`src/rtl/stream_pattern_generator.sv`:
```
// AXI-Stream frame generator: after a start delay, emits Num_Frames frames of
// incrementing words 1..Frame_Length separated by idle gaps, then reports Done.
//
// state | meaning
// IDLE  | waiting for start after reset
// DELAY | counting start delay cycles
// SEND  | presenting words on the stream
// GAP   | idle cycles between frames
// DONE  | run complete, waiting for a new start
module stream_pattern_generator #(
  parameter logic [31:0] Frame_Length      = 32'd216,
  parameter logic [19:0] Start_Delay_Value = 20'd20000,
  parameter logic [7:0]  Gap_Value         = 8'd16,
  parameter logic [3:0]  Num_Frames        = 4'd1
) (
  input  logic        clk,
  input  logic        reset,
  input  logic        start,
  input  logic        input_r_TREADY_0,
  output logic        input_r_TVALID_0,
  output logic        input_r_TLAST_0,
  output logic [31:0] input_r_TDATA_0,
  output logic [3:0]  Frame_Counter,
  output logic        Done
);

  typedef enum logic [2:0] {
    S_IDLE,
    S_DELAY,
    S_SEND,
    S_GAP,
    S_DONE
  } state_t;

  // A zero delay or gap setting still spends one cycle in that state.
  localparam logic [19:0] DELAY_LAST = (Start_Delay_Value == 20'd0) ? 20'd0 : Start_Delay_Value - 20'd1;
  localparam logic [7:0]  GAP_LAST   = (Gap_Value == 8'd0) ? 8'd0 : Gap_Value - 8'd1;
  localparam logic        FIRST_LAST = (Frame_Length == 32'd1);

  state_t      state, state_n;
  logic [19:0] delay_cnt, delay_cnt_n;
  logic [7:0]  gap_cnt, gap_cnt_n;
  logic        tvalid, tvalid_n;
  logic        tlast, tlast_n;
  logic [31:0] tdata, tdata_n;
  logic [3:0]  frame_cnt, frame_cnt_n;
  logic        done, done_n;

  always_ff @(posedge clk or posedge reset) begin
    if (reset) begin
      state     <= S_IDLE;
      delay_cnt <= 20'd0;
      gap_cnt   <= 8'd0;
      tvalid    <= 1'b0;
      tlast     <= 1'b0;
      tdata     <= 32'd0;
      frame_cnt <= 4'd0;
      done      <= 1'b0;
    end else begin
      state     <= state_n;
      delay_cnt <= delay_cnt_n;
      gap_cnt   <= gap_cnt_n;
      tvalid    <= tvalid_n;
      tlast     <= tlast_n;
      tdata     <= tdata_n;
      frame_cnt <= frame_cnt_n;
      done      <= done_n;
    end
  end

  always_comb begin
    state_n     = state;
    delay_cnt_n = delay_cnt;
    gap_cnt_n   = gap_cnt;
    tvalid_n    = tvalid;
    tlast_n     = tlast;
    tdata_n     = tdata;
    frame_cnt_n = frame_cnt;
    done_n      = done;

    case (state)
      S_IDLE, S_DONE: begin
        if (start) begin
          state_n     = S_DELAY;
          delay_cnt_n = 20'd0;
          frame_cnt_n = 4'd0;
          done_n      = 1'b0;
        end
      end
      S_DELAY: begin
        if (delay_cnt == DELAY_LAST) begin
          state_n  = S_SEND;
          tvalid_n = 1'b1;
          tdata_n  = 32'd1;
          tlast_n  = FIRST_LAST;
        end else begin
          delay_cnt_n = delay_cnt + 20'd1;
        end
      end
      S_SEND: begin
        // Outputs only move on a completed handshake, so a stall holds them.
        if (tvalid && input_r_TREADY_0) begin
          if (tlast) begin
            tvalid_n    = 1'b0;
            tlast_n     = 1'b0;
            tdata_n     = 32'd0;
            frame_cnt_n = frame_cnt + 4'd1;
            gap_cnt_n   = 8'd0;
            if (frame_cnt + 4'd1 == Num_Frames) begin
              state_n = S_DONE;
              done_n  = 1'b1;
            end else begin
              state_n = S_GAP;
            end
          end else begin
            tdata_n = tdata + 32'd1;
            tlast_n = (tdata + 32'd1 == Frame_Length);
          end
        end
      end
      S_GAP: begin
        if (gap_cnt == GAP_LAST) begin
          state_n  = S_SEND;
          tvalid_n = 1'b1;
          tdata_n  = 32'd1;
          tlast_n  = FIRST_LAST;
        end else begin
          gap_cnt_n = gap_cnt + 8'd1;
        end
      end
      default: begin
        state_n = S_IDLE;
      end
    endcase
  end

  assign input_r_TVALID_0 = tvalid;
  assign input_r_TLAST_0  = tlast;
  assign input_r_TDATA_0  = tdata;
  assign Frame_Counter    = frame_cnt;
  assign Done             = done;

endmodule

```
`config.mk`:
```
export PLATFORM = sky130hd
export DESIGN_NAME = stream_pattern_generator
export DESIGN_NICKNAME = d
export VERILOG_FILES = /design/src/rtl/stream_pattern_generator.sv
export SDC_FILE = /design/constraint.sdc
export NUM_CORES = 1
export LEC_CHECK = 0
export CAP_MARGIN = 20
export CELL_PAD_IN_SITES_DETAIL_PLACEMENT = 1
export CELL_PAD_IN_SITES_GLOBAL_PLACEMENT = 1
export CORE_UTILIZATION = 41
export CTS_BUF_LIST = sky130_fd_sc_hd__clkbuf_8
export CTS_CLUSTER_SIZE = 40
export DETAILED_ROUTE_END_ITERATION = 10
export PLACE_DENSITY_LB_ADDON = 0.2
export SLEW_MARGIN = 30
export SYNTH_ARGS = -nofsm -noshare
export SYNTH_HDL_FRONTEND = slang
export SYNTH_SLANG_ARGS = --single-unit
```
`constraint.sdc`:
```
create_clock -name clk -period 2.46 [get_ports clk]
set_input_delay 0.492 -clock clk [delete_from_list [all_inputs] [get_ports clk]]
set_output_delay 0.492 -clock clk [all_outputs]
set_load 0.02 [all_outputs]
```
==> impl_metrics.tcl, run 1 <==
set metrics [dict create \
    status "finished, final reports clean" \
    critPathLaunchType "flip-flop" \
    tightest_slew_ns 0.646 \
    power.switching_mw 0.821 \
    viasPerCell 5.95 \
    cts_hold_buf 0 \
    peakVddDrop_mv 0.343 \
    synthDistinctLibCells 61 \
    start_util_pct 42.3 \
    antenna_found_initial 0 \
    clock_latency_ns 0.37 \
    h-tree-depth 3 \
    synth_area_leader_cell "dfrtp_1" \
    hold_path_end "Done" \
    portBuffers 42 \
    antenna_left 0 \
    sequentialPowerShare_pct 46.7 \
    syn-instance-count 520 \
    clockBufferDepth 2 \
    drc 0 \
    period_share_pct 96.8 \
    critPathCaptureType "flip-flop" \
    critPathRequiredTime_ns 2.70 \
    n_antenna_cell 0 \
    r2r_start "delay_cnt[17]" \
    maxSlewViolCount 0 \
    hp-class "reg2reg" \
    gr-total-overflow 0 \
    cts_buffers 9 \
    cp.arrival_ns 2.62 \
    cts_sinks 70 \
    r2r_cells 7 \
    io_pins 43 \
    clk_pin_slew_worst_paths_ns 0.08 \
    syn2layout_area_growth_pct 27.1 \
    synth_top_area_share_pct 39.9 \
    max-cap-violations 0 \
    synthArstFlopShare_pct 100 \
    synth_area_leaders "dfrtp_1 (40%), o21ai_0 (5.6%), xnor2_1 (4.8%), nor2_1 (4.4%), nand2_1 (4.4%)" \
    hp-start "Done" \
    skew_ns 0.00929 \
    finalHoldViolCount 0 \
    yosys_warnings 0 \
    netlist_top_cells_count "dfrtp_1 (70), nor2_1 (52), nand2_1 (51), o21ai_0 (49), nand3_1 (35)" \
    design.core.area_mm2 0.0104 \
    tritoncts "done" \
    finalCriticalPeriod_ns 2.38 \
    num_vias 4424 \
    place_congestion 0.817 \
    leakagePower_nw 2.21 \
    die_y_um 105 \
    grt_pass1_wl_um 23500 \
    grt_max_degree 51 \
    first_global_vias 4613 \
    internal_power_mw 1.93 \
    r2r-end "input_r_TDATA_0[18]" \
    rows 37 \
    synth_edf_count 0 \
    syn_avg_cell_area_um2 8.44 \
    clkPwrFrac_pct 34.4 \
    r2r_slack_ns 0.08 \
    drive_gt1_share_pct 16.4 \
    fp.dieArea_mm2 0.0111 \
    ctsRootBufferMaster "clkbuf_8" \
    grt_usage_pct 26.6 \
    drt_iter0_markers 227 \
    ys_ff_latch 70 \
    drt_wl_total_um 14000 \
    max_slew_margin_pct 56.5 \
    combPwrFrac_pct 18.8 \
    power_density_mw_per_mm2 492 \
    swShare_pct 29.9 \
    fmax_ghz 0.420 \
    setup_violations 0 \
    final_nets 613 \
    path_class "reg2reg" \
    final_util_pct 53.8 \
    holdWs_ns 0.492 \
    hold_depth 2 \
    path_max_fanout 39 \
    dpl.hpwl_um 9830 \
    yosysMostFrequentCell "dfrtp_1" \
    synth_ff_type "dfrtp_1" \
    synth_fp_nets 529 \
    first_pass_iters 4 \
    synth_area_mm2 0.00439 \
    die_w_um 105 \
    seq_area_frac_synth_pct 39.9 \
    post_drt_wl_per_cell_um 18.9 \
]
==> how the worst max path moves through the flow <==
stage	cells past startpoint	slack (ns)	endpoint	start
after floorplan	8	0.004	input_r_TLAST_0	input_r_TDATA_0[11]
after global placement	7	0.12	input_r_TLAST_0	input_r_TREADY_0
after detailed placement	6	0.05	state[2]	delay_cnt[17]
after CTS	6	0.03	state[2]	delay_cnt[17]
after global routing	7	-0.01	input_r_TDATA_0[22]	delay_cnt[17]
final	7	0.08	input_r_TDATA_0[18]	delay_cnt[17]
==> sequential cells by signal (all words and copies together) (netlist names) <==
name              cells
Done                  1
Frame_Counter         4
delay_cnt            20
gap_cnt               8
input_r_TDATA_0      32
input_r_TLAST_0       1
input_r_TVALID_0      1
state                 3
==> cell families (layout without fill, tap and decap cells) <==
group | count (synthesis) | in the layout | synth area share (%)
DFF | 70 | 70 | 39.9
and+or+nand+nor | 222 | 222 | 26.0
buffers and inverters | 46 | 134 | 4.53
adders and majority gates | 5 | 5 | 1.42
muxes | 3 | 3 | 0.684
xor gates and xnor gates | 31 | 31 | 6.18
AOI/OAI and AO/OA | 143 | 143 | 21.3
==> critical path, stage by stage (launching register included) <==
cell and delay [ns]:
dfrtp_1 0.41, or4b_1 0.52, or3_1 0.36, o31ai_4 0.26, nand3_2 0.15, buf_12 0.20
o21ai_0 0.23, o31ai_1 0.11
==> repair_timing <==
| action | CTS | global route |
|---|---|---|
| resized for setup | 0 | 8 |
| buffers inserted | 0 | 5 |
| setup endpoints to repair | 0 | 37 |
==> cells in the final DEF (no fill, tap or decap), types with 15 or more instances in the layout <==
cell,n
a21oi_1,17
buf_4,61
clkdlybuf4s50_1,42
dfrtp_1,64
nand2_1,51
nand3_1,34
nand4_1,17
nor2_1,52
o21ai_0,47
o31ai_1,15
xnor2_1,24
==> layout make-up <==
class | instances | area, um^2
Multi-Input combinational cell | 404 | 2480
Clock buffer | 10 | 138
Fill cell | 1226 | 4790
Inverter | 13 | 48.8
Clock inverter | 5 | 52.6
Timing Repair Buffer | 106 | 930
Sequential cell | 70 | 1760
Tap cell | 136 | 170
==> power groups by stage <==
stage / clock network (mW) / registers (mW) / logic [mW]
3_5_place_dp: 0 / 1.30 / 0.478
4_1_cts: 0.959 / 1.28 / 0.480
6_report: 0.946 / 1.28 / 0.517
3_3_place_gp: 0 / 1.30 / 0.464
2_1_floorplan: 0 / 1.34 / 0.205
5_1_grt: 1.01 / 1.29 / 0.557
==> layer usage <==
| metal | routed length [um] | global-route usage [%] | up-vias |
|---|---|---|---|
| met3 | 499 | 3.34 | 21 |
| li1 | - | - | 2077 |
| met4 | 250 | 10.4 | 0 |
| met2 | 6660 | 41.7 | 92 |
| met5 | 0 | 0 | - |
| met1 | 6620 | 37.3 | 2234 |
==> metrics by stage <==
stage	cell area (um^2)	worst slack, ns	TNS (ns)	power, mW	cells
after floorplan	4440	0.00417	0	1.54	520
after global placement	5330	0.121	0	1.76	724
after detailed placement	5330	0.0473	0	1.78	724
after CTS	5520	0.0262	0	2.72	739
after global routing	5580	-0.0102	-0.0201	2.85	744
final	5580	0.0781	0	2.75	744
Power figures use the tool's default switching activity.
==> inputs of run 2 (changes only) <==
--- a/config.mk
+++ b/config.mk
@@ -5,13 +5,13 @@
 export SDC_FILE = /design/constraint.sdc
 export NUM_CORES = 1
 export LEC_CHECK = 0
-export CAP_MARGIN = 20
 export CELL_PAD_IN_SITES_DETAIL_PLACEMENT = 1
 export CELL_PAD_IN_SITES_GLOBAL_PLACEMENT = 1
 export CORE_UTILIZATION = 41
 export CTS_BUF_LIST = sky130_fd_sc_hd__clkbuf_8
 export CTS_CLUSTER_SIZE = 40
 export DETAILED_ROUTE_END_ITERATION = 10
+export GPL_TIMING_DRIVEN = 0
 export PLACE_DENSITY_LB_ADDON = 0.2
 export SLEW_MARGIN = 30
 export SYNTH_ARGS = -nofsm -noshare
==> impl_metrics.tcl, run 2 (synthesis results as in run 1) <==
set metrics [dict create \
    design.core.area_mm2 0.0104 \
    cts_hold_buf 0 \
    power_density_mw_per_mm2 490 \
    grt_use_met1_pct 35.8 \
    grt_use_met3_pct 3.65 \
    setup_violations 6 \
    place_congestion 0.856 \
    finalWorstSetupSlack_ns -0.0605 \
    worstPathCellList "or4b_1 -> or3_4 -> o31ai_4 -> buf_4 -> buf_6 -> a211oi_2 -> xnor2_1 -> nor2_1" \
    viasPerCell 6.07 \
    grt_util_met2_pct 42.5 \
    holdWs_ns 0.481 \
    layout_commonest_cell "dfrtp_1" \
    fmax_ghz 0.397 \
    h-tree-depth 3 \
    max_slew_margin_pct 51.3 \
    num_vias 4540 \
    drive_gt1_share_pct 21.6 \
    drt_wl_total_um 15000 \
    tritoncts "done" \
    r2r_slack_ns -0.06 \
    antenna_found_initial 0 \
    cts_buffers 9 \
    violations "negative setup slack" \
    n_antenna_cell 0 \
    slowest_delay_ns 0.53 \
    finalSetupTns_ns -0.144 \
    peakVddDrop_mv 0.342 \
    first_global_vias 4481 \
    cts_sinks 70 \
    largest_reg_flops 32 \
    die_y_um 105 \
    finalHoldViolCount 0 \
    grt_usage_pct 26.3 \
    io_pins 43 \
    dpl.hpwl_um 9360 \
    status "finished, violations left" \
    cp.arrival_ns 2.72 \
    critPathSlowestCell "or4b_1" \
    rows 37 \
    syn2layout_area_growth_pct 31.7 \
    critPathCaptureType "flip-flop" \
    final_nets 616 \
    portBuffers 42 \
    start_util_pct 42.3 \
    die_w_um 105 \
    leakagePower_nw 2.26 \
    drc 0 \
    critPathLaunchType "flip-flop" \
    power_mw 2.83 \
    first_pass_iters 4 \
    antenna_left 0 \
    grt_pass1_wl_um 23200 \
    clock_latency_ns 0.36 \
    final_util_pct 55.8 \
    rsz0062_at_grt "true" \
    path_max_fanout 5 \
    post_drt_wl_per_cell_um 20.1 \
    path_class "reg2reg" \
    grt-busiest-layer "met2" \
    maxSlewViolCount 0 \
    fp.dieArea_mm2 0.0111 \
    clk_pin_slew_worst_paths_ns 0.09 \
    tightest_slew_ns 0.712 \
    ctsRootBufferMaster "clkbuf_8" \
    drt_iter0_markers 226 \
    skew_ns 0.0165 \
    period_share_pct 102 \
    critPathRequiredTime_ns 2.66 \
    final_cell_mix "dfrtp_1 (56), nor2_1 (49), nand2_1 (48), buf_4 (43), clkdlybuf4s50_1 (42)" \
    hp-class "in2async" \
    grt_max_degree 45 \
    clockBufferDepth 2 \
    max-cap-violations 0 \
    gr-total-overflow 0 \
    finalCriticalPeriod_ns 2.52 \
]
## run 2: cell count changes in the layout (fill, tap and decap cells not counted), moves of 4 or more
cell | before | now
o21ai_0 | 47 | 40
dfrtp_2 | 6 | 14
a211oi_1 | 14 | 10
nand3_1 | 34 | 30
buf_4 | 61 | 43
clkbuf_1 | 0 | 7
buf_6 | 1 | 10
o21ai_1 | 10 | 16
nand3_2 | 1 | 5
a211oi_2 | 0 | 4
dfrtp_1 | 64 | 56
## run 2: power breakdown
| group | switching [mW] | internal [mW] | total, mW |
|---|---|---|---|
| Clock | 0.497 | 0.577 | 1.07 |
| Sequential | 0.0806 | 1.20 | 1.28 |
| Combinational | 0.282 | 0.192 | 0.474 |
| Total | 0.859 | 1.97 | 2.83 |
## run 2: critical path: cells and delay by family (launching register included)
| kind | cells | cell delay, ns |
|---|---|---|
| buffers and inverters | 2 | 0.32 |
| AOI/OAI and AO/OA | 2 | 0.45 |
| DFF | 1 | 0.42 |
| xor gates and xnor gates | 1 | 0.22 |
| and+or+nand+nor | 3 | 0.96 |
## run 2: final timing paths
kind	from	cells after the start	endpoint
setup / recovery	delay_cnt[17]	8	delay_cnt[18]
min in group clk	Done	2	Done
setup reg to reg	delay_cnt[17]	8	delay_cnt[18]
hold / removal	reset	2	input_r_TDATA_0[27]
hold reg to reg	Done	2	Done
max in group asynchronous	reset	3	input_r_TDATA_0[10]
## run 2: per-stage QoR
step	worst slack [ns]	cell area, um^2	instances
3_3_place_gp	-1.36	5030	698
3_5_place_dp	-0.529	5060	699
5_1_grt	-0.129	5780	748
4_1_cts	0.00302	5490	724
2_1_floorplan	0.00417	4440	520
6_report	-0.0605	5780	748
## run 2: repair_timing
item	4_1_cts	5_1_grt
setup endpoints to repair	49	37
setup buffers	12	24
resized for setup	44	50
pin swaps	6	20
gates cloned	0	1
## run 2: final cells by class
type	instances	area (um^2)
Buffer	29	216
Clock buffer	9	124
Clock inverter	7	97.6
Fill cell	1213	4590
Inverter	13	51.3
Multi-Input combinational cell	404	2620
Sequential cell	70	1770
Tap cell	136	170
Timing Repair Buffer	80	733
## run 2: per-layer routing
metal / vias to the layer above / wire length, um
met3: 33 / 702
met4: 0 / 265
met5: - / 0
li1: 2099 / -
met2: 137 / 7280
met1: 2271 / 6780
==> inputs of run 3 (changes only) <==
--- a/config.mk
+++ b/config.mk
@@ -7,6 +7,7 @@
 export LEC_CHECK = 0
 export CELL_PAD_IN_SITES_DETAIL_PLACEMENT = 1
 export CELL_PAD_IN_SITES_GLOBAL_PLACEMENT = 1
+export CORE_ASPECT_RATIO = 0.75
 export CORE_UTILIZATION = 41
 export CTS_BUF_LIST = sky130_fd_sc_hd__clkbuf_8
 export CTS_CLUSTER_SIZE = 40
==> impl_metrics.tcl, run 3 (synthesis results as in run 1) <==
set metrics [dict create \
    status "finished, violations left" \
    violations "negative setup slack" \
    finalCriticalPeriod_ns 2.46 \
    hp-class "reg2reg" \
    gr-total-overflow 0 \
    antenna_found_initial 0 \
    first_global_vias 4490 \
    largest_reg_flops 32 \
    clock_latency_ns 0.37 \
    die_y_um 91.6 \
    period_share_pct 100 \
    critPathRequiredTime_ns 2.74 \
    final_util_pct 56.9 \
    cts_sinks 70 \
    finalWorstSetupSlack_ns -0.000504 \
    clockBufferDepth 2 \
    hold_depth 2 \
    peakVddDrop_mv 0.397 \
    antenna_left 0 \
    post_drt_wl_per_cell_um 21.2 \
    fmax_ghz 0.406 \
    worstPathCellList "or4b_4 -> buf_6 -> nor2_8 -> nand2_2 -> or3_4 -> a2111o_1 -> o31ai_2" \
    r2r_cells 7 \
    setup_violations 1 \
    num_vias 4695 \
    slowest_delay_ns 0.55 \
    drive_gt1_share_pct 22.3 \
    finalHoldViolCount 0 \
    grt_usage_pct 27.3 \
    critPathSlowestCell "or4b_4" \
    tightest_slew_ns 0.753 \
    power_density_mw_per_mm2 487 \
    tritoncts "done" \
    portBuffers 42 \
    r2r-end "input_r_TLAST_0" \
    skew_ns 0.00733 \
    first_pass_iters 5 \
    leakagePower_nw 2.34 \
    n_antenna_cell 0 \
    final_cell_mix "dfrtp_1 (56), nor2_1 (50), nand2_1 (48), buf_4 (43), clkdlybuf4s50_1 (42)" \
    rows 32 \
    grt_max_degree 42 \
    critPathLaunchType "flip-flop" \
    viasPerCell 6.23 \
    fillCellCount 1215 \
    ctsRootBufferMaster "clkbuf_8" \
    drt_wl_total_um 16000 \
    maxSlewViolCount 0 \
    design.core.area_mm2 0.0103 \
    path_class "reg2reg" \
    final_nets 622 \
    rsz0062_at_grt "true" \
    cp.arrival_ns 2.74 \
    max_slew_margin_pct 49.4 \
    h-tree-depth 3 \
    die_w_um 121 \
    io_pins 43 \
    r2r_start "state[0]" \
    clk_pin_slew_worst_paths_ns 0.08 \
    cts_buffers 9 \
    finalSetupTns_ns -0.000504 \
    grt_pass1_wl_um 23500 \
    drc 0 \
    place_congestion 0.904 \
    hp-start "Done" \
    drt_iter0_markers 354 \
    path_max_fanout 7 \
    critPathCaptureType "flip-flop" \
    hold_path_end "Done" \
    start_util_pct 42.5 \
    max-cap-violations 0 \
    syn2layout_area_growth_pct 33.8 \
    layout_commonest_cell "dfrtp_1" \
    dpl.hpwl_um 9850 \
    fp.dieArea_mm2 0.0111 \
    r2r_slack_ns -0.0005 \
]
run 3: cell types whose count changed in the layout (fill, tap and decap cells not counted), moves of 3 or more:
cell	before	now
a2111oi_0	4	0
a2111oi_1	0	4
a211oi_1	10	13
a211oi_2	4	1
buf_8	1	4
o21ai_1	16	13
o21ai_2	1	4
run 3: worst max-delay path by stage:
stage                                    from             endpoint  slack, ns  depth (start not counted)
after floorplan           input_r_TDATA_0[11]      input_r_TLAST_0      0.004                          8
after global placement                  reset  input_r_TDATA_0[13]      -1.38                          2
after detailed placement             state[2]  input_r_TDATA_0[29]      -0.45                          7
after CTS                 input_r_TDATA_0[11]      input_r_TLAST_0      -0.02                          8
after global routing            delay_cnt[17]  input_r_TDATA_0[20]      -0.07                          7
final                                state[0]      input_r_TLAST_0    -0.0005                          7
run 3: what timing repair did:
item                                    4_1_cts  5_1_grt
gates resized for setup                      37       70
pin swaps                                     3       15
endpoints found under the setup margin       50       43
cloned                                        0        2
hold buffers                                  0        0
setup buffers                                 9       31
run 3: metrics by stage:
stage                     area (um^2)  power (mW)  worst slack, ns  instances  hold WS [ns]
after floorplan                  4440        1.54          0.00417        520         0.470
after global placement           5030        1.70            -1.38        698         0.478
after detailed placement         5050        1.73           -0.449        699         0.485
after CTS                        5450        2.81          -0.0184        723         0.513
after global routing             5880        2.96          -0.0685        754         0.552
final                            5880        2.86        -0.000504        754         0.507
run 3: area by class of cell:
type	count	area (um^2)	area share, %
repair buffers	85	798	13.6
well taps	136	170	2.90
flip-flops and latches	70	1770	30.1
inverters	13	51.3	0.873
multi-input cells	404	2630	44.7
clock buffers	10	138	2.34
clock inverters	6	77.6	1.32
plain buffers	30	243	4.13
run 3: critical path, delay by kind of cell (launching register included):
kind | cells | cell delay (ns)
flip-flops | 1 | 0.46
buffers and inverters | 1 | 0.15
AO/OA/AOI/OAI | 2 | 0.58
AND/OR/NAND/NOR | 4 | 1.18
run 3: metal layers:
metal | track usage (%) | part of all wire, % | up-vias | routed length, um
li1 | - | - | 2103 | -
met3 | 4.79 | 5.9 | 55 | 936
met4 | 8.23 | 2.6 | 0 | 421
met2 | 40.1 | 45 | 174 | 7220
met5 | 0 | 0 | - | 0
met1 | 40.4 | 46 | 2363 | 7420
run 3: power breakdown:
| part | internal, mW | total, mW | switching (mW) | leakage (nW) |
|---|---|---|---|---|
| sequential | 1.20 | 1.30 | 0.0936 | 0.858 |
| clock | 0.589 | 1.07 | 0.479 | 0.119 |
| combinational | 0.204 | 0.496 | 0.293 | 1.36 |
